==> config.mk <==
export PLATFORM = sky130hd
export DESIGN_NAME = spi_reg_responder
export DESIGN_NICKNAME = d
export VERILOG_FILES = /design/src/rtl/spi_reg_pkg.sv /design/src/rtl/spi_reg_responder_sync.sv /design/src/rtl/spi_reg_responder.sv
export SDC_FILE = /design/constraint.sdc
export NUM_CORES = 1
export LEC_CHECK = 0
export BUFFER_PORTS_ARGS = -buffer_cell sky130_fd_sc_hd__buf_2
export CELL_PAD_IN_SITES_DETAIL_PLACEMENT = 1
export CELL_PAD_IN_SITES_GLOBAL_PLACEMENT = 1
export CORE_MARGIN = 2
export CORE_UTILIZATION = 43
export DETAILED_ROUTE_END_ITERATION = 6
export HOLD_SLACK_MARGIN = 0.15
export PLACE_DENSITY_LB_ADDON = 0.1
export REMOVE_ABC_BUFFERS = 1
export SLEW_MARGIN = 40
export SYNTH_ARGS = -nofsm -noshare
export SYNTH_HDL_FRONTEND = slang
export SYNTH_SLANG_ARGS = --single-unit
==> constraint.sdc <==
create_clock -name sysclk -period 2.4 [get_ports sysclk]
set_clock_uncertainty 0.05 [all_clocks]
set_input_delay 0 -clock sysclk [delete_from_list [all_inputs] [get_ports sysclk]]
set_output_delay 0 -clock sysclk [all_outputs]
set_load 0.1 [all_outputs]
==> src/rtl/spi_reg_pkg.sv <==
// Shared definitions for the SPI register responder: frame geometry,
// register addresses, FSM states and the command-byte layout.
package spi_reg_pkg;

  localparam int unsigned FRAME_BITS = 16;
  localparam int unsigned CNT_W      = $clog2(FRAME_BITS);
  localparam int unsigned TRIG_W     = 16;

  localparam logic [6:0] ADDR_ID      = 7'h00;
  localparam logic [6:0] ADDR_SEQ     = 7'h01;
  localparam logic [6:0] ADDR_PG      = 7'h02;
  localparam logic [6:0] ADDR_CTRL    = 7'h03;
  localparam logic [6:0] ADDR_SCRATCH = 7'h04;
  localparam logic [6:0] ADDR_TRIG    = 7'h05;
  localparam logic [6:0] ADDR_ERR     = 7'h06;

  typedef enum logic [1:0] {
    IDLE,
    CMD,
    DATA,
    DONE
  } state_e;

  typedef struct packed {
    logic       rw;
    logic [6:0] addr;
  } cmd_t;

endpackage

==> src/rtl/spi_reg_responder_sync.sv <==
// Three-stage synchroniser for an asynchronous pin with rise/fall detection
// taken between the second and third stages.
module spi_pin_sync #(
  parameter logic RESET_VAL = 1'b0
) (
  input  logic clk,
  input  logic rst_n,
  input  logic pin,
  output logic rise_c,
  output logic fall_c
);

  logic [2:0] sync_q;

  always_ff @(posedge clk or negedge rst_n) begin
    if (!rst_n) begin
      sync_q <= {3{RESET_VAL}};
    end else begin
      sync_q <= {sync_q[1:0], pin};
    end
  end

  assign rise_c = sync_q[1] & ~sync_q[2];
  assign fall_c = ~sync_q[1] & sync_q[2];

endmodule

==> src/rtl/spi_reg_responder.sv <==
// SPI mode-0 register responder, oversampled in the sysclk domain. Exposes ID,
// sequencer state, power-good, control, scratch, camera trigger and error flag.
module spi_reg_responder
  import spi_reg_pkg::*;
#(
  parameter logic [7:0]  DEVICE_ID    = 8'hA5,
  parameter int unsigned PULSE_CYCLES = 16,
  parameter logic [7:0]  CTRL_RESET   = 8'h00
) (
  input  logic       sysclk,
  input  logic       reset_INV,
  input  logic       spi_clk,
  input  logic       spi_mosi,
  input  logic       spi_cs_INV,
  output logic       spi_miso,
  input  logic [3:0] seq_state,
  input  logic [7:0] pg_flags,
  output logic [7:0] ctrl,
  output logic       camera_trigger,
  output logic       frame_err
);

  logic clk_rise, clk_fall, cs_rise, cs_fall;
  logic [1:0] mosi_q;
  logic       mosi_s;

  spi_pin_sync #(.RESET_VAL(1'b0)) u_clk_sync (
    .clk    (sysclk),
    .rst_n  (reset_INV),
    .pin    (spi_clk),
    .rise_c (clk_rise),
    .fall_c (clk_fall)
  );

  spi_pin_sync #(.RESET_VAL(1'b1)) u_cs_sync (
    .clk    (sysclk),
    .rst_n  (reset_INV),
    .pin    (spi_cs_INV),
    .rise_c (cs_rise),
    .fall_c (cs_fall)
  );

  // MOSI needs only two stages: it lines up with the synchronised SCLK level.
  always_ff @(posedge sysclk or negedge reset_INV) begin
    if (!reset_INV) begin
      mosi_q <= 2'b00;
    end else begin
      mosi_q <= {mosi_q[0], spi_mosi};
    end
  end
  assign mosi_s = mosi_q[1];

  state_e              state_q, state_d;
  logic [CNT_W-1:0]    bitcnt_q, bitcnt_d;
  logic [6:0]          rx_q, rx_d;
  logic [7:0]          tx_q, tx_d;
  cmd_t                cmd_q, cmd_d;
  logic                miso_q, miso_d;
  logic [7:0]          ctrl_q, ctrl_d;
  logic [7:0]          scratch_q, scratch_d;
  logic                err_q, err_d;
  logic [TRIG_W-1:0]   trig_cnt_q, trig_cnt_d;
  logic                trig_q, trig_d;
  logic                frame_done;
  logic [6:0]          rd_addr;
  logic [7:0]          rd_data;
  logic [7:0]          wr_data;

  // Read mux, evaluated with the address completing on the 8th rising edge.
  always_comb begin
    rd_addr = {rx_q[5:0], mosi_s};
    wr_data = {rx_q[6:0], mosi_s};
    rd_data = 8'h00;
    case (rd_addr)
      ADDR_ID:      rd_data = DEVICE_ID;
      ADDR_SEQ:     rd_data = {4'b0000, seq_state};
      ADDR_PG:      rd_data = pg_flags;
      ADDR_CTRL:    rd_data = ctrl_q;
      ADDR_SCRATCH: rd_data = scratch_q;
      ADDR_ERR:     rd_data = {7'b0000000, err_q};
      default:      rd_data = 8'h00;
    endcase
  end

  always_ff @(posedge sysclk or negedge reset_INV) begin
    if (!reset_INV) begin
      state_q    <= IDLE;
      bitcnt_q   <= '0;
      rx_q       <= '0;
      tx_q       <= '0;
      cmd_q      <= '0;
      miso_q     <= 1'b0;
      ctrl_q     <= CTRL_RESET;
      scratch_q  <= '0;
      err_q      <= 1'b0;
      trig_cnt_q <= '0;
      trig_q     <= 1'b0;
    end else begin
      state_q    <= state_d;
      bitcnt_q   <= bitcnt_d;
      rx_q       <= rx_d;
      tx_q       <= tx_d;
      cmd_q      <= cmd_d;
      miso_q     <= miso_d;
      ctrl_q     <= ctrl_d;
      scratch_q  <= scratch_d;
      err_q      <= err_d;
      trig_cnt_q <= trig_cnt_d;
      trig_q     <= trig_d;
    end
  end

  always_comb begin
    state_d    = state_q;
    bitcnt_d   = bitcnt_q;
    rx_d       = rx_q;
    tx_d       = tx_q;
    cmd_d      = cmd_q;
    miso_d     = miso_q;
    ctrl_d     = ctrl_q;
    scratch_d  = scratch_q;
    err_d      = err_q;
    trig_cnt_d = (trig_cnt_q != '0) ? trig_cnt_q - TRIG_W'(1) : '0;
    frame_done = 1'b0;

    case (state_q)
      IDLE: begin
        // Status byte {seq_state, 0000}: bit7 goes out now, the rest on falls.
        if (cs_fall) begin
          state_d  = CMD;
          bitcnt_d = '0;
          miso_d   = seq_state[3];
          tx_d     = {seq_state[2:0], 5'b00000};
        end
      end
      CMD, DATA: begin
        if (clk_rise) begin
          rx_d     = {rx_q[5:0], mosi_s};
          bitcnt_d = bitcnt_q + CNT_W'(1);
          if ((state_q == CMD) && (bitcnt_q == CNT_W'(7))) begin
            cmd_d   = cmd_t'(wr_data);
            tx_d    = rd_data;
            state_d = DATA;
          end else if ((state_q == DATA) && (bitcnt_q == CNT_W'(FRAME_BITS - 1))) begin
            frame_done = 1'b1;
            state_d    = DONE;
            miso_d     = 1'b0;
            if (!cmd_q.rw) begin
              case (cmd_q.addr)
                ADDR_CTRL:    ctrl_d    = wr_data;
                ADDR_SCRATCH: scratch_d = wr_data;
                ADDR_TRIG:    if (wr_data[0]) trig_cnt_d = TRIG_W'(PULSE_CYCLES);
                default:      ;
              endcase
            end else if (cmd_q.addr == ADDR_ERR) begin
              err_d = 1'b0;
            end
          end
        end else if (clk_fall) begin
          miso_d = tx_q[7];
          tx_d   = {tx_q[6:0], 1'b0};
        end
      end
      DONE: begin
        miso_d = 1'b0;
      end
      default: begin
        state_d = IDLE;
      end
    endcase

    // A completing 16th edge in this same cycle wins over the abort.
    if (cs_rise) begin
      if ((state_q == CMD) || ((state_q == DATA) && !frame_done)) begin
        err_d = 1'b1;
      end
      state_d  = IDLE;
      bitcnt_d = '0;
      miso_d   = 1'b0;
    end

    trig_d = (trig_cnt_d != '0);
  end

  assign spi_miso       = miso_q;
  assign ctrl           = ctrl_q;
  assign camera_trigger = trig_q;
  assign frame_err      = err_q;

endmodule

==> flow_results.xml, run 1 <==
<?xml version="1.0" encoding="UTF-8"?>
<metrics>
  <group name="cells_and_area">
    <metric name="antenna_cells_inserted" unit="">0</metric>
    <metric name="multiInputGateArea" unit="um^2">1660</metric>
    <metric name="postLayoutCoreUtil" unit="%">52.9</metric>
    <metric name="ff_latch_area" unit="um^2">1810</metric>
    <metric name="highest_count_cells_in_the_layout_ignoring_fill_and_taps" unit="">sky130_fd_sc_hd__dfrtp_1, sky130_fd_sc_hd__nor2_1, sky130_fd_sc_hd__nand2_1</metric>
    <metric name="final_design_area_no_fill" unit="um^2">4300</metric>
    <metric name="design.final.nets" unit="">429</metric>
    <metric name="flow.area_growth_from_synthesis" unit="%">19.8</metric>
    <metric name="layout_commonest_cell" unit="">sky130_fd_sc_hd__dfrtp_1</metric>
    <metric name="layout-drive-gt1-share" unit="%">25.2</metric>
    <metric name="final.fill_count" unit="">909</metric>
  </group>
  <group name="global_routing">
    <metric name="grt_pass1_vias" unit="">2877</metric>
    <metric name="grt_max_degree" unit="">73</metric>
    <metric name="grt_first_pass_wirelength" unit="mm">14.4</metric>
    <metric name="use_met3" unit="%">5.22</metric>
    <metric name="globalRouteTotalUtil" unit="%">20.7</metric>
    <metric name="number_of_antenna_violations_at_the_first_check_in_global_routing" unit="">0</metric>
    <metric name="globalRouteMet1Util" unit="%">27.4</metric>
    <metric name="grtUsageMet2" unit="%">34.7</metric>
    <metric name="grt_remaining_overflow" unit="">0</metric>
    <metric name="grt_busiest_layer" unit="">met2</metric>
  </group>
  <group name="clocking">
    <metric name="cts_buffer_depth" unit="">2</metric>
    <metric name="cts_max_level" unit="">3</metric>
    <metric name="cts_root_buf" unit="">sky130_fd_sc_hd__clkbuf_8</metric>
    <metric name="worst_setup_hold_path_clk_slew" unit="ns">0.08</metric>
    <metric name="numCtsBuffers" unit="">9</metric>
    <metric name="clock_latency" unit="ns">0.35</metric>
    <metric name="clock_sink_count" unit="">72</metric>
    <metric name="cts_tree" unit="">done</metric>
  </group>
  <group name="placed_design">
    <metric name="numPortBuffers" unit="">27</metric>
    <metric name="gpl.final_weighted_congestion" unit="">0.783</metric>
    <metric name="dp_worst_setup_slack" unit="ns">-0.0329</metric>
    <metric name="dp.final_hpwl" unit="mm">6.08</metric>
    <metric name="place_area" unit="um^2">3940</metric>
  </group>
  <group name="timing">
    <metric name="period_share" unit="%">96.1</metric>
    <metric name="final_critical_path_setup_slack" unit="ns">0.0928</metric>
    <metric name="relSlewSlack" unit="%">54.2</metric>
    <metric name="period_minus_slack" unit="ns">2.31</metric>
    <metric name="rsz0062_at_grt" unit="">no</metric>
    <metric name="finalSetupTns" unit="ns">0</metric>
    <metric name="hold_violations" unit="">0</metric>
    <metric name="setup_viol" unit="">0</metric>
    <metric name="measured_slew_at_the_worst_slew_check_pin" unit="ns">0.687</metric>
    <metric name="final_slew_viol_count" unit="">0</metric>
    <metric name="timing.fmax" unit="GHz">0.433</metric>
  </group>
  <group name="floorplanning">
    <metric name="placeable_core_area" unit="um^2">8130</metric>
    <metric name="ios" unit="">28</metric>
    <metric name="die_w" unit="um">95.4</metric>
    <metric name="rows" unit="">33</metric>
    <metric name="die_span_in_y" unit="um">95.4</metric>
    <metric name="die_area" unit="um^2">9100</metric>
    <metric name="start_util" unit="%">44.1</metric>
  </group>
  <group name="yosys">
    <metric name="synth_seq_area_share" unit="%">50.3</metric>
    <metric name="synth.ff_latch_count" unit="">72</metric>
    <metric name="post_synth_inst_count" unit="">348</metric>
    <metric name="async_reset_ff_share" unit="%">100</metric>
    <metric name="synth.avg_cell_area" unit="um^2">10.3</metric>
    <metric name="syn_area" unit="um^2">3590</metric>
    <metric name="ys_types" unit="">55</metric>
    <metric name="synth_warnings" unit="">0</metric>
    <metric name="synth_top_flop_cell" unit="">sky130_fd_sc_hd__dfrtp_1</metric>
    <metric name="synth-edff-count" unit="">0</metric>
  </group>
  <group name="worst_setup_path">
    <metric name="critPathArrivalTime" unit="ns">2.49</metric>
    <metric name="worstSetupStartpointType" unit="">flop</metric>
    <metric name="cp_num_buf_inv" unit="">1</metric>
    <metric name="r2r_cell_count" unit="">6</metric>
    <metric name="worstPathCellList" unit="">or4_4 &gt; nor3_4 &gt; nand3b_1 &gt; or4_1 &gt; buf_6 &gt; mux2_4</metric>
    <metric name="cpLargestDelayFamily" unit="">simple AND/OR/NAND/NOR gates</metric>
    <metric name="worst_path_required_time" unit="ns">2.58</metric>
    <metric name="setup.worst_path.end_class" unit="">flop</metric>
    <metric name="setup.reg_to_reg.worst_slack" unit="ns">0.09</metric>
    <metric name="max_stage_delay" unit="ns">0.54</metric>
    <metric name="worstPathMaxFanout" unit="">9</metric>
    <metric name="r2r_endpoint" unit="">scratch_q[4]</metric>
    <metric name="critical-path-slowest-cell" unit="">sky130_fd_sc_hd__or4_4</metric>
    <metric name="critical_path.reg2reg.startpoint" unit="">cmd_q[3]</metric>
    <metric name="crit_type" unit="">reg2reg</metric>
  </group>
  <group name="pwr">
    <metric name="cellPowerDensity" unit="nW/um^2">797</metric>
    <metric name="lkg_pwr" unit="nW">2.10</metric>
    <metric name="power.ir.vdd_worst" unit="uV">408</metric>
  </group>
  <group name="job">
    <metric name="timing.max_cap.violations" unit="">0</metric>
  </group>
  <group name="detailed_routing">
    <metric name="totalWireLength" unit="mm">8.69</metric>
    <metric name="drtPass1Iterations" unit="">4</metric>
    <metric name="wl_per_cell" unit="um">16.9</metric>
    <metric name="via_count" unit="">2774</metric>
    <metric name="detail-route-antenna-nets" unit="">0</metric>
    <metric name="drt_iter0_drc" unit="">94</metric>
    <metric name="drc" unit="">0</metric>
    <metric name="via_per_inst" unit="">5.40</metric>
  </group>
  <group name="status">
    <metric name="run_status" unit="">completed</metric>
  </group>
  <group name="hold_path">
    <metric name="min-delay-path-class" unit="">in2async</metric>
  </group>
</metrics>
-- cell usage after synthesis, types with 6 or more instances --
cell / instances / area (um^2)
sky130_fd_sc_hd__o21ai_0: 17 / 85.1
sky130_fd_sc_hd__mux2_2: 21 / 236
sky130_fd_sc_hd__a21oi_1: 21 / 105
sky130_fd_sc_hd__clkbuf_1: 10 / 37.5
sky130_fd_sc_hd__mux2_4: 7 / 105
sky130_fd_sc_hd__o221ai_1: 6 / 52.6
sky130_fd_sc_hd__ha_1: 8 / 100
sky130_fd_sc_hd__dfrtp_1: 69 / 1730
sky130_fd_sc_hd__xnor2_1: 9 / 78.8
sky130_fd_sc_hd__nor2b_1: 6 / 37.5
sky130_fd_sc_hd__inv_1: 16 / 60.1
sky130_fd_sc_hd__nand2_1: 34 / 128
sky130_fd_sc_hd__nor2_1: 43 / 161
-- state kept, by name, indices dropped and copies added (netlist names) --
name               count
bitcnt_q               4
camera_trigger         1
cmd_q                  8
ctrl                   8
frame_err              1
mosi_q                 2
rx_q                   7
scratch_q              8
spi_miso               1
state_q                2
trig_cnt_q            16
tx_q                   8
u_clk_sync.sync_q      3
u_cs_sync.sync_q       3
-- power by group --
| part | internal, mW | leakage, nW | switching (mW) |
|---|---|---|---|
| Sequential | 1.33 | 0.963 | 0.134 |
| Combinational | 0.361 | 1.03 | 0.579 |
| Clock | 0.544 | 0.106 | 0.481 |
| Total | 2.23 | 2.10 | 1.19 |
-- worst max path at each step --
stage,startpoint,end,slack [ns],cells after the start
floorplan,state_q[0],scratch_q[0],-0.24,7
global placement,trig_cnt_q[0],camera_trigger,0.05,8
detailed placement,trig_cnt_q[0],camera_trigger,-0.03,8
CTS,state_q[0],tx_q[5],0.01,7
global route,trig_cnt_q[1],camera_trigger,0.005,8
finish,cmd_q[3],scratch_q[4],0.09,6
-- through the flow --
step	cells	hold slack, ns	total power, mW
after detailed placement	484	0.0124	2.39
after CTS	513	0.202	3.45
after floorplan	333	-0.346	2.05
after global routing	514	0.220	3.65
after global placement	484	0.0586	2.36
final	514	0.166	3.43
-- kinds of logic after synthesis --
logic type | after synthesis | synth area share [%]
compound gates | 73 | 13.2
xor+xnor | 13 | 3.17
fa+ha+maj | 8 | 2.79
buf+inv | 32 | 3.73
flops | 72 | 50.3
mux | 32 | 10.6
simple gates | 118 | 16.2
-- repair_timing --
| item | CTS | global route |
|---|---|---|
| pin swaps | 2 | 1 |
| gates resized for setup | 0 | 2 |
| hold buffers | 12 | 0 |
| buffers inserted | 1 | 1 |
| cloned | 0 | 0 |
| setup endpoints to repair | 1 | 8 |
| hold endpoints to repair | 84 | 0 |
-- area by class of cell --
type / count / area share, %
Clock buffer: 11 / 3.52
Clock inverter: 5 / 1.48
Tap cell: 105 / 3.05
Sequential cell: 72 / 42.0
Multi-Input combinational cell: 244 / 38.6
Inverter: 17 / 1.48
Timing Repair Buffer: 60 / 9.83
-- metal layers --
layer	vias to the layer above	share of wire, %
met5	-	0
met1	1410	48
li1	1332	-
met4	0	0.56
met2	28	49
met3	4	2.1
No activity file was read; power rests on OpenSTA's default activity.
==> inputs of run 2 (changes only) <==
- MAX_ROUTING_LAYER: default -> met4
==> run 2 against run 1 <==
Against the previous run:
- register-to-register slack about the same
- via count increased by 0.43%
- critical path type unchanged
- routed wire length is 0.13% lower
- sequential power is essentially flat
- critical endpoint unchanged
- setup slack lost 0.0040 ns
- sequential cell count stayed put
- die area did not move
- clock-buffer cell count stayed put
- power barely moved
==> flow_results.xml, run 2 (synthesized netlist as in run 1, its figures left out) <==
<?xml version="1.0" encoding="UTF-8"?>
<metrics>
  <group name="timing">
    <metric name="period_minus_slack" unit="ns">2.31</metric>
    <metric name="setup_viol" unit="">0</metric>
    <metric name="rsz0062_at_grt" unit="">no</metric>
    <metric name="hold_violations" unit="">0</metric>
    <metric name="final_slew_viol_count" unit="">0</metric>
    <metric name="relSlewSlack" unit="%">54.3</metric>
    <metric name="measured_slew_at_the_worst_slew_check_pin" unit="ns">0.686</metric>
    <metric name="period_share" unit="%">96.3</metric>
    <metric name="finalSetupTns" unit="ns">0</metric>
    <metric name="timing.fmax" unit="GHz">0.433</metric>
  </group>
  <group name="pwr">
    <metric name="lkg_pwr" unit="nW">2.10</metric>
    <metric name="report.power.total" unit="mW">3.43</metric>
    <metric name="switching_share" unit="%">34.9</metric>
    <metric name="power.share.sequential" unit="%">42.6</metric>
    <metric name="cellPowerDensity" unit="nW/um^2">798</metric>
    <metric name="proportion_of_power_drawn_by_combinational_gates" unit="%">27.5</metric>
    <metric name="switching_power" unit="mW">1.20</metric>
    <metric name="pwr-share-clk" unit="%">29.9</metric>
    <metric name="cell_internal_pwr" unit="mW">2.23</metric>
    <metric name="power.ir.vdd_worst" unit="uV">408</metric>
  </group>
  <group name="clocking">
    <metric name="cts_max_level" unit="">3</metric>
    <metric name="cts_tree" unit="">done</metric>
    <metric name="clock_sink_count" unit="">72</metric>
    <metric name="cts_root_buf" unit="">sky130_fd_sc_hd__clkbuf_8</metric>
    <metric name="worst_setup_hold_path_clk_slew" unit="ns">0.08</metric>
    <metric name="numCtsBuffers" unit="">9</metric>
    <metric name="clock_latency" unit="ns">0.35</metric>
    <metric name="cts_buffer_depth" unit="">2</metric>
  </group>
  <group name="worst_setup_path">
    <metric name="max_stage_delay" unit="ns">0.55</metric>
    <metric name="cpLargestDelayFamily" unit="">simple AND/OR/NAND/NOR gates</metric>
    <metric name="worstPathMaxFanout" unit="">9</metric>
    <metric name="worstPathCellList" unit="">or4_4 &gt; nor3_4 &gt; nand3b_1 &gt; or4_1 &gt; buf_6 &gt; mux2_4</metric>
    <metric name="critPathArrivalTime" unit="ns">2.49</metric>
    <metric name="worst_path_required_time" unit="ns">2.58</metric>
    <metric name="worstSetupStartpointType" unit="">flop</metric>
    <metric name="critical-path-slowest-cell" unit="">sky130_fd_sc_hd__or4_4</metric>
    <metric name="setup.reg_to_reg.worst_slack" unit="ns">0.09</metric>
    <metric name="crit_type" unit="">reg2reg</metric>
    <metric name="setup.worst_path.end_class" unit="">flop</metric>
    <metric name="cp_num_buf_inv" unit="">1</metric>
  </group>
  <group name="placed_design">
    <metric name="gpl.final_weighted_congestion" unit="">0.794</metric>
    <metric name="numPortBuffers" unit="">27</metric>
    <metric name="post-place-cells" unit="">484</metric>
    <metric name="dp.final_hpwl" unit="mm">6.08</metric>
  </group>
  <group name="cells_and_area">
    <metric name="layout-drive-gt1-share" unit="%">25.2</metric>
    <metric name="design.final.nets" unit="">429</metric>
    <metric name="number_of_flip_flops_under_the_largest_register_name" unit="">16</metric>
    <metric name="layout_commonest_cell" unit="">sky130_fd_sc_hd__dfrtp_1</metric>
    <metric name="final_cells" unit="">514</metric>
    <metric name="final.fill_count" unit="">909</metric>
    <metric name="antenna_cells_inserted" unit="">0</metric>
    <metric name="highest_count_cells_in_the_layout_ignoring_fill_and_taps" unit="">sky130_fd_sc_hd__dfrtp_1, sky130_fd_sc_hd__nor2_1, sky130_fd_sc_hd__nand2_1</metric>
    <metric name="largest_register" unit="">trig_cnt_q</metric>
    <metric name="flow.area_growth_from_synthesis" unit="%">19.8</metric>
    <metric name="postLayoutCoreUtil" unit="%">52.9</metric>
  </group>
  <group name="floorplanning">
    <metric name="die_span_in_y" unit="um">95.4</metric>
    <metric name="die_area" unit="um^2">9100</metric>
    <metric name="rows" unit="">33</metric>
    <metric name="ios" unit="">28</metric>
    <metric name="placeable_core_area" unit="um^2">8130</metric>
    <metric name="die_w" unit="um">95.4</metric>
    <metric name="start_util" unit="%">44.1</metric>
  </group>
  <group name="detailed_routing">
    <metric name="drt_iter0_drc" unit="">86</metric>
    <metric name="drc" unit="">0</metric>
    <metric name="drtPass1Iterations" unit="">4</metric>
    <metric name="via_per_inst" unit="">5.42</metric>
    <metric name="wl_per_cell" unit="um">16.9</metric>
    <metric name="via_count" unit="">2786</metric>
    <metric name="totalWireLength" unit="mm">8.68</metric>
    <metric name="detail-route-antenna-nets" unit="">0</metric>
  </group>
  <group name="global_routing">
    <metric name="globalRouteTotalUtil" unit="%">21.2</metric>
    <metric name="number_of_antenna_violations_at_the_first_check_in_global_routing" unit="">0</metric>
    <metric name="grt_first_pass_wirelength" unit="mm">14.4</metric>
    <metric name="grt_max_degree" unit="">73</metric>
    <metric name="grt_pass1_vias" unit="">2888</metric>
    <metric name="grt_remaining_overflow" unit="">0</metric>
  </group>
  <group name="hold_path">
    <metric name="min-delay-path-class" unit="">in2async</metric>
  </group>
  <group name="status">
    <metric name="run_status" unit="">completed</metric>
  </group>
  <group name="job">
    <metric name="timing.max_cap.violations" unit="">0</metric>
  </group>
</metrics>
run 2: cell counts in the layout (fill, tap and decap cells not counted):
Identical to the previous run, type by type.
run 2: per-stage QoR:
step | hold WS (ns) | setup WS [ns] | cell area, um^2
after floorplan | -0.346 | -0.244 | 3520
after global placement | 0.0586 | 0.0474 | 3930
after detailed placement | 0.0124 | -0.0329 | 3940
after CTS | 0.202 | 0.0108 | 4280
after global routing | 0.227 | 0.00517 | 4300
final | 0.169 | 0.0888 | 4300
run 2: routing by layer:
metal  track usage (%)  wire [um]  vias up
li1                  -          -     1333
met1              27.5       4160     1414
met2              34.7       4240       32
met3              4.03        194        7
met4              5.12         87        0
met5                 -          0        -
run 2: power groups by stage:
stage | Clock (mW) | Combinational (mW) | Sequential, mW
global placement | 0 | 0.884 | 1.48
CTS | 1.06 | 0.931 | 1.46
floorplan | 0 | 0.517 | 1.53
global route | 1.12 | 1.04 | 1.48
finish | 1.03 | 0.942 | 1.46
detailed placement | 0 | 0.910 | 1.48
run 2: timing repair:
item	in CTS	in global routing
hold endpoints to repair	84	0
setup endpoints to repair	1	8
setup buffers	1	1
gates resized for setup	0	2
hold buffers	12	0
pin swaps	2	1
run 2: path summary, 6_finish.rpt:
check                       startpoint           end  cells past startpoint
setup / recovery              cmd_q[3]  scratch_q[4]                      6
hold / removal               reset_INV       tx_q[2]                      2
setup reg to reg              cmd_q[3]  scratch_q[4]                      6
hold reg to reg              mosi_q[0]     mosi_q[1]                      0
max in group asynchronous    reset_INV  scratch_q[6]                      2
min in group sysclk        pg_flags[0]       tx_q[0]                      5
run 2: cell type report:
cell class,count,area (um^2),share of cell area [%]
timing repair buffer,60,423,9.83
clock buffer,11,151,3.52
multi-input combinational,244,1660,38.6
sequential,72,1810,42.0
inverter,17,63.8,1.48
clock inverter,5,63.8,1.48
tap,105,131,3.05
==> inputs of run 3 (changes only) <==
- BUFFER_PORTS_ARGS: -buffer_cell sky130_fd_sc_hd__buf_2 -> default
- CORE_UTILIZATION: 43 -> 45
- CTS_BUF_LIST: default -> sky130_fd_sc_hd__clkbuf_16
- DONT_BUFFER_PORTS: default -> 1
- SYNTH_HIERARCHICAL: default -> 1
==> run 3 against run 2 <==
Against the previous run:
- sequential power increased by 3%
- non-clock buffer count shrank 19
- design area is 0.12% higher
- clock power is 50% higher
- synthesized cell count decreased by 6.3%
- die area decreased by 6.5%
- combinational power fell by 14%
- critical path type unchanged
- critical endpoint is now ctrl[0]
==> flow_results.xml, run 3 <==
<?xml version="1.0" encoding="UTF-8"?>
<metrics>
  <group name="detailed_routing">
    <metric name="detail-route-antenna-nets" unit="">0</metric>
    <metric name="drtPass1Iterations" unit="">4</metric>
    <metric name="drt_iter0_drc" unit="">102</metric>
    <metric name="drc" unit="">0</metric>
    <metric name="totalWireLength" unit="mm">8.68</metric>
    <metric name="via_count" unit="">2635</metric>
    <metric name="wl_per_cell" unit="um">18.3</metric>
    <metric name="via_per_inst" unit="">5.57</metric>
  </group>
  <group name="pwr">
    <metric name="switching_power" unit="mW">1.19</metric>
    <metric name="power.ir.vdd_worst" unit="uV">432</metric>
    <metric name="switching_share" unit="%">30.8</metric>
    <metric name="power.share.sequential" unit="%">39.2</metric>
    <metric name="report.power.total" unit="mW">3.86</metric>
    <metric name="lkg_pwr" unit="nW">2.03</metric>
    <metric name="proportion_of_power_drawn_by_combinational_gates" unit="%">21.0</metric>
    <metric name="pwr-share-clk" unit="%">39.8</metric>
    <metric name="cellPowerDensity" unit="nW/um^2">897</metric>
    <metric name="cell_internal_pwr" unit="mW">2.67</metric>
  </group>
  <group name="floorplanning">
    <metric name="die_span_in_y" unit="um">92.2</metric>
    <metric name="ios" unit="">28</metric>
    <metric name="die_w" unit="um">92.2</metric>
    <metric name="start_util" unit="%">45.8</metric>
    <metric name="placeable_core_area" unit="um^2">7650</metric>
    <metric name="die_area" unit="um^2">8500</metric>
    <metric name="rows" unit="">32</metric>
  </group>
  <group name="cells_and_area">
    <metric name="number_of_flip_flops_under_the_largest_register_name" unit="">16</metric>
    <metric name="final.fill_count" unit="">816</metric>
    <metric name="layout_commonest_cell" unit="">sky130_fd_sc_hd__dfrtp_1</metric>
    <metric name="antenna_cells_inserted" unit="">0</metric>
    <metric name="largest_register" unit="">trig_cnt_q</metric>
    <metric name="flow.area_growth_from_synthesis" unit="%">22.9</metric>
    <metric name="design.final.nets" unit="">388</metric>
    <metric name="final_cells" unit="">473</metric>
    <metric name="highest_count_cells_in_the_layout_ignoring_fill_and_taps" unit="">sky130_fd_sc_hd__dfrtp_1, sky130_fd_sc_hd__nor2_1, sky130_fd_sc_hd__a21oi_1</metric>
    <metric name="layout-drive-gt1-share" unit="%">23.2</metric>
    <metric name="final_design_area_no_fill" unit="um^2">4310</metric>
  </group>
  <group name="placed_design">
    <metric name="dp_worst_setup_slack" unit="ns">0.0523</metric>
    <metric name="post-place-cells" unit="">439</metric>
    <metric name="place_area" unit="um^2">3750</metric>
    <metric name="gpl.final_weighted_congestion" unit="">0.776</metric>
    <metric name="numPortBuffers" unit="">0</metric>
    <metric name="dp.final_hpwl" unit="mm">5.76</metric>
  </group>
  <group name="worst_setup_path">
    <metric name="worstPathCellList" unit="">inv_1 &gt; ha_1 &gt; nand4_1 &gt; nor3_2 &gt; nand2_1 &gt; nor4b_4 &gt; buf_4 &gt; mux2_2</metric>
    <metric name="critical-path-slowest-cell" unit="">sky130_fd_sc_hd__dfrtp_1</metric>
    <metric name="critical_path.reg2reg.startpoint" unit="">state_q[0]</metric>
    <metric name="critPathArrivalTime" unit="ns">2.41</metric>
    <metric name="crit_start" unit="">state_q[0]</metric>
    <metric name="worstPathMaxFanout" unit="">8</metric>
    <metric name="worstSetupStartpointType" unit="">flop</metric>
    <metric name="cp_num_buf_inv" unit="">2</metric>
    <metric name="cpLargestDelayFamily" unit="">simple AND/OR/NAND/NOR gates</metric>
    <metric name="setup.worst_path.end_class" unit="">flop</metric>
    <metric name="crit_type" unit="">reg2reg</metric>
    <metric name="worst_path_required_time" unit="ns">2.57</metric>
    <metric name="max_stage_delay" unit="ns">0.39</metric>
  </group>
  <group name="global_routing">
    <metric name="grt_pass1_vias" unit="">2743</metric>
    <metric name="globalRouteTotalUtil" unit="%">23.2</metric>
    <metric name="grt_remaining_overflow" unit="">0</metric>
    <metric name="number_of_antenna_violations_at_the_first_check_in_global_routing" unit="">0</metric>
    <metric name="grt_first_pass_wirelength" unit="mm">14.7</metric>
    <metric name="grt_max_degree" unit="">73</metric>
  </group>
  <group name="yosys">
    <metric name="ys_types" unit="">50</metric>
    <metric name="synth.ff_latch_count" unit="">72</metric>
    <metric name="post-synth-top-area-fraction" unit="%">49.3</metric>
    <metric name="synth-edff-count" unit="">0</metric>
    <metric name="synth.avg_cell_area" unit="um^2">10.7</metric>
    <metric name="synth_top_flop_cell" unit="">sky130_fd_sc_hd__dfrtp_1</metric>
    <metric name="syn_area" unit="um^2">3500</metric>
    <metric name="synthTopCellsByCount" unit="">sky130_fd_sc_hd__dfrtp_1, sky130_fd_sc_hd__nor2_1, sky130_fd_sc_hd__a21oi_1</metric>
    <metric name="post_synth_top_area_cell" unit="">sky130_fd_sc_hd__dfrtp_1</metric>
    <metric name="post_synth_inst_count" unit="">326</metric>
    <metric name="synth_seq_area_share" unit="%">51.6</metric>
    <metric name="synth_warnings" unit="">6</metric>
    <metric name="post-synth-top-count-cell" unit="">sky130_fd_sc_hd__dfrtp_1</metric>
    <metric name="async_reset_ff_share" unit="%">100</metric>
    <metric name="synth_area_leaders" unit="">sky130_fd_sc_hd__dfrtp_1, sky130_fd_sc_hd__mux2_2, sky130_fd_sc_hd__nor2_1</metric>
  </group>
  <group name="hold_path">
    <metric name="min-delay-path-class" unit="">in2reg</metric>
    <metric name="worstHoldStart" unit="">spi_mosi</metric>
  </group>
  <group name="clocking">
    <metric name="post-cts-setup-buffer-count" unit="">0</metric>
    <metric name="cts_buffer_depth" unit="">2</metric>
    <metric name="cts_tree" unit="">done</metric>
    <metric name="cts_root_buf" unit="">sky130_fd_sc_hd__clkbuf_16</metric>
    <metric name="clock_sink_count" unit="">72</metric>
    <metric name="cts_max_level" unit="">3</metric>
    <metric name="clock_latency" unit="ns">0.34</metric>
    <metric name="numCtsBuffers" unit="">9</metric>
    <metric name="worst_setup_hold_path_clk_slew" unit="ns">0.06</metric>
  </group>
  <group name="timing">
    <metric name="hold_violations" unit="">0</metric>
    <metric name="relSlewSlack" unit="%">65.5</metric>
    <metric name="final_critical_path_setup_slack" unit="ns">0.156</metric>
    <metric name="setup_viol" unit="">0</metric>
    <metric name="measured_slew_at_the_worst_slew_check_pin" unit="ns">0.517</metric>
    <metric name="period_minus_slack" unit="ns">2.24</metric>
    <metric name="final_slew_viol_count" unit="">0</metric>
    <metric name="timing.fmax" unit="GHz">0.446</metric>
    <metric name="rsz0062_at_grt" unit="">no</metric>
    <metric name="finalSetupTns" unit="ns">0</metric>
    <metric name="period_share" unit="%">93.5</metric>
  </group>
  <group name="status">
    <metric name="run_status" unit="">completed</metric>
  </group>
  <group name="job">
    <metric name="timing.max_cap.violations" unit="">0</metric>
  </group>
</metrics>
-- run 3: cell types whose count changed after synthesis, moves of 4 or more --
cell	delta
sky130_fd_sc_hd__a22o_1	-4
sky130_fd_sc_hd__a22oi_1	+4
sky130_fd_sc_hd__inv_1	-7
sky130_fd_sc_hd__nand2_1	-16
sky130_fd_sc_hd__nor2_1	-9
sky130_fd_sc_hd__nor3_1	+6
sky130_fd_sc_hd__o21ai_0	+6
sky130_fd_sc_hd__o221ai_1	-6
-- run 3: through the flow --
step | utilization (%) | hold slack [ns]
floorplan | - | -0.346
global placement | 49.1 | -0.344
detailed placement | 49.1 | -0.343
CTS | 56.2 | 0.161
global route | 56.3 | 0.152
finish | 56.3 | 0.172
-- run 3: cell type report --
type	count	area, um^2	share of cell area [%]
inverters	10	41.3	0.959
multi-input cells	232	1610	37.5
clock buffers	9	225	5.23
well taps	102	128	2.96
repair buffers	41	370	8.60
flip-flops and latches	72	1810	42.0
clock inverters	7	120	2.79
-- run 3: kinds of logic (layout without fill, tap and decap cells) --
kind of cell	after synthesis	in the layout	share of synthesized area, %
xor gates and xnor gates	11	11	2.75
buffers and inverters	22	67	2.54
and+or+nand+nor	111	111	17.6
DFF	72	72	51.6
adders and majority gates	5	5	1.79
AOI/OAI and AO/OA	70	70	11.9
muxes	35	35	11.8
-- run 3: worst paths after layout --
check,endpoint,slack (ns),cells past startpoint
setup / recovery,ctrl[0],0.16,8
hold / removal,mosi_q[0],0.17,1
setup reg to reg,ctrl[0],0.16,8
hold reg to reg,mosi_q[1],0.30,0
max in group asynchronous,u_cs_sync/sync_q[2],1.79,2
min in group asynchronous,camera_trigger,0.20,2
-- run 3: repair_timing --
action,CTS,global route
resized for setup,0,3
hold buffers,18,0
setup endpoints to repair,0,10
endpoints found under the hold margin,84,0
-- run 3: layer usage --
layer	vias to the layer above	track usage (%)	part of all wire, %
met3	10	6.16	4.0
met4	0	6.47	1.1
met2	45	34.1	47
met1	1338	31.9	48
li1	1242	-	-
met5	-	-	0
-- run 3: power by group through the flow --
| stage | sequential, mW | clock (mW) | combinational [mW] |
|---|---|---|---|
| 2_1_floorplan | 1.52 | 0 | 0.455 |
| 5_1_grt | 1.54 | 1.63 | 0.907 |
| 4_1_cts | 1.50 | 1.57 | 0.810 |
| 3_5_place_dp | 1.52 | 0 | 0.719 |
| 6_report | 1.51 | 1.54 | 0.810 |
| 3_3_place_gp | 1.52 | 0 | 0.704 |
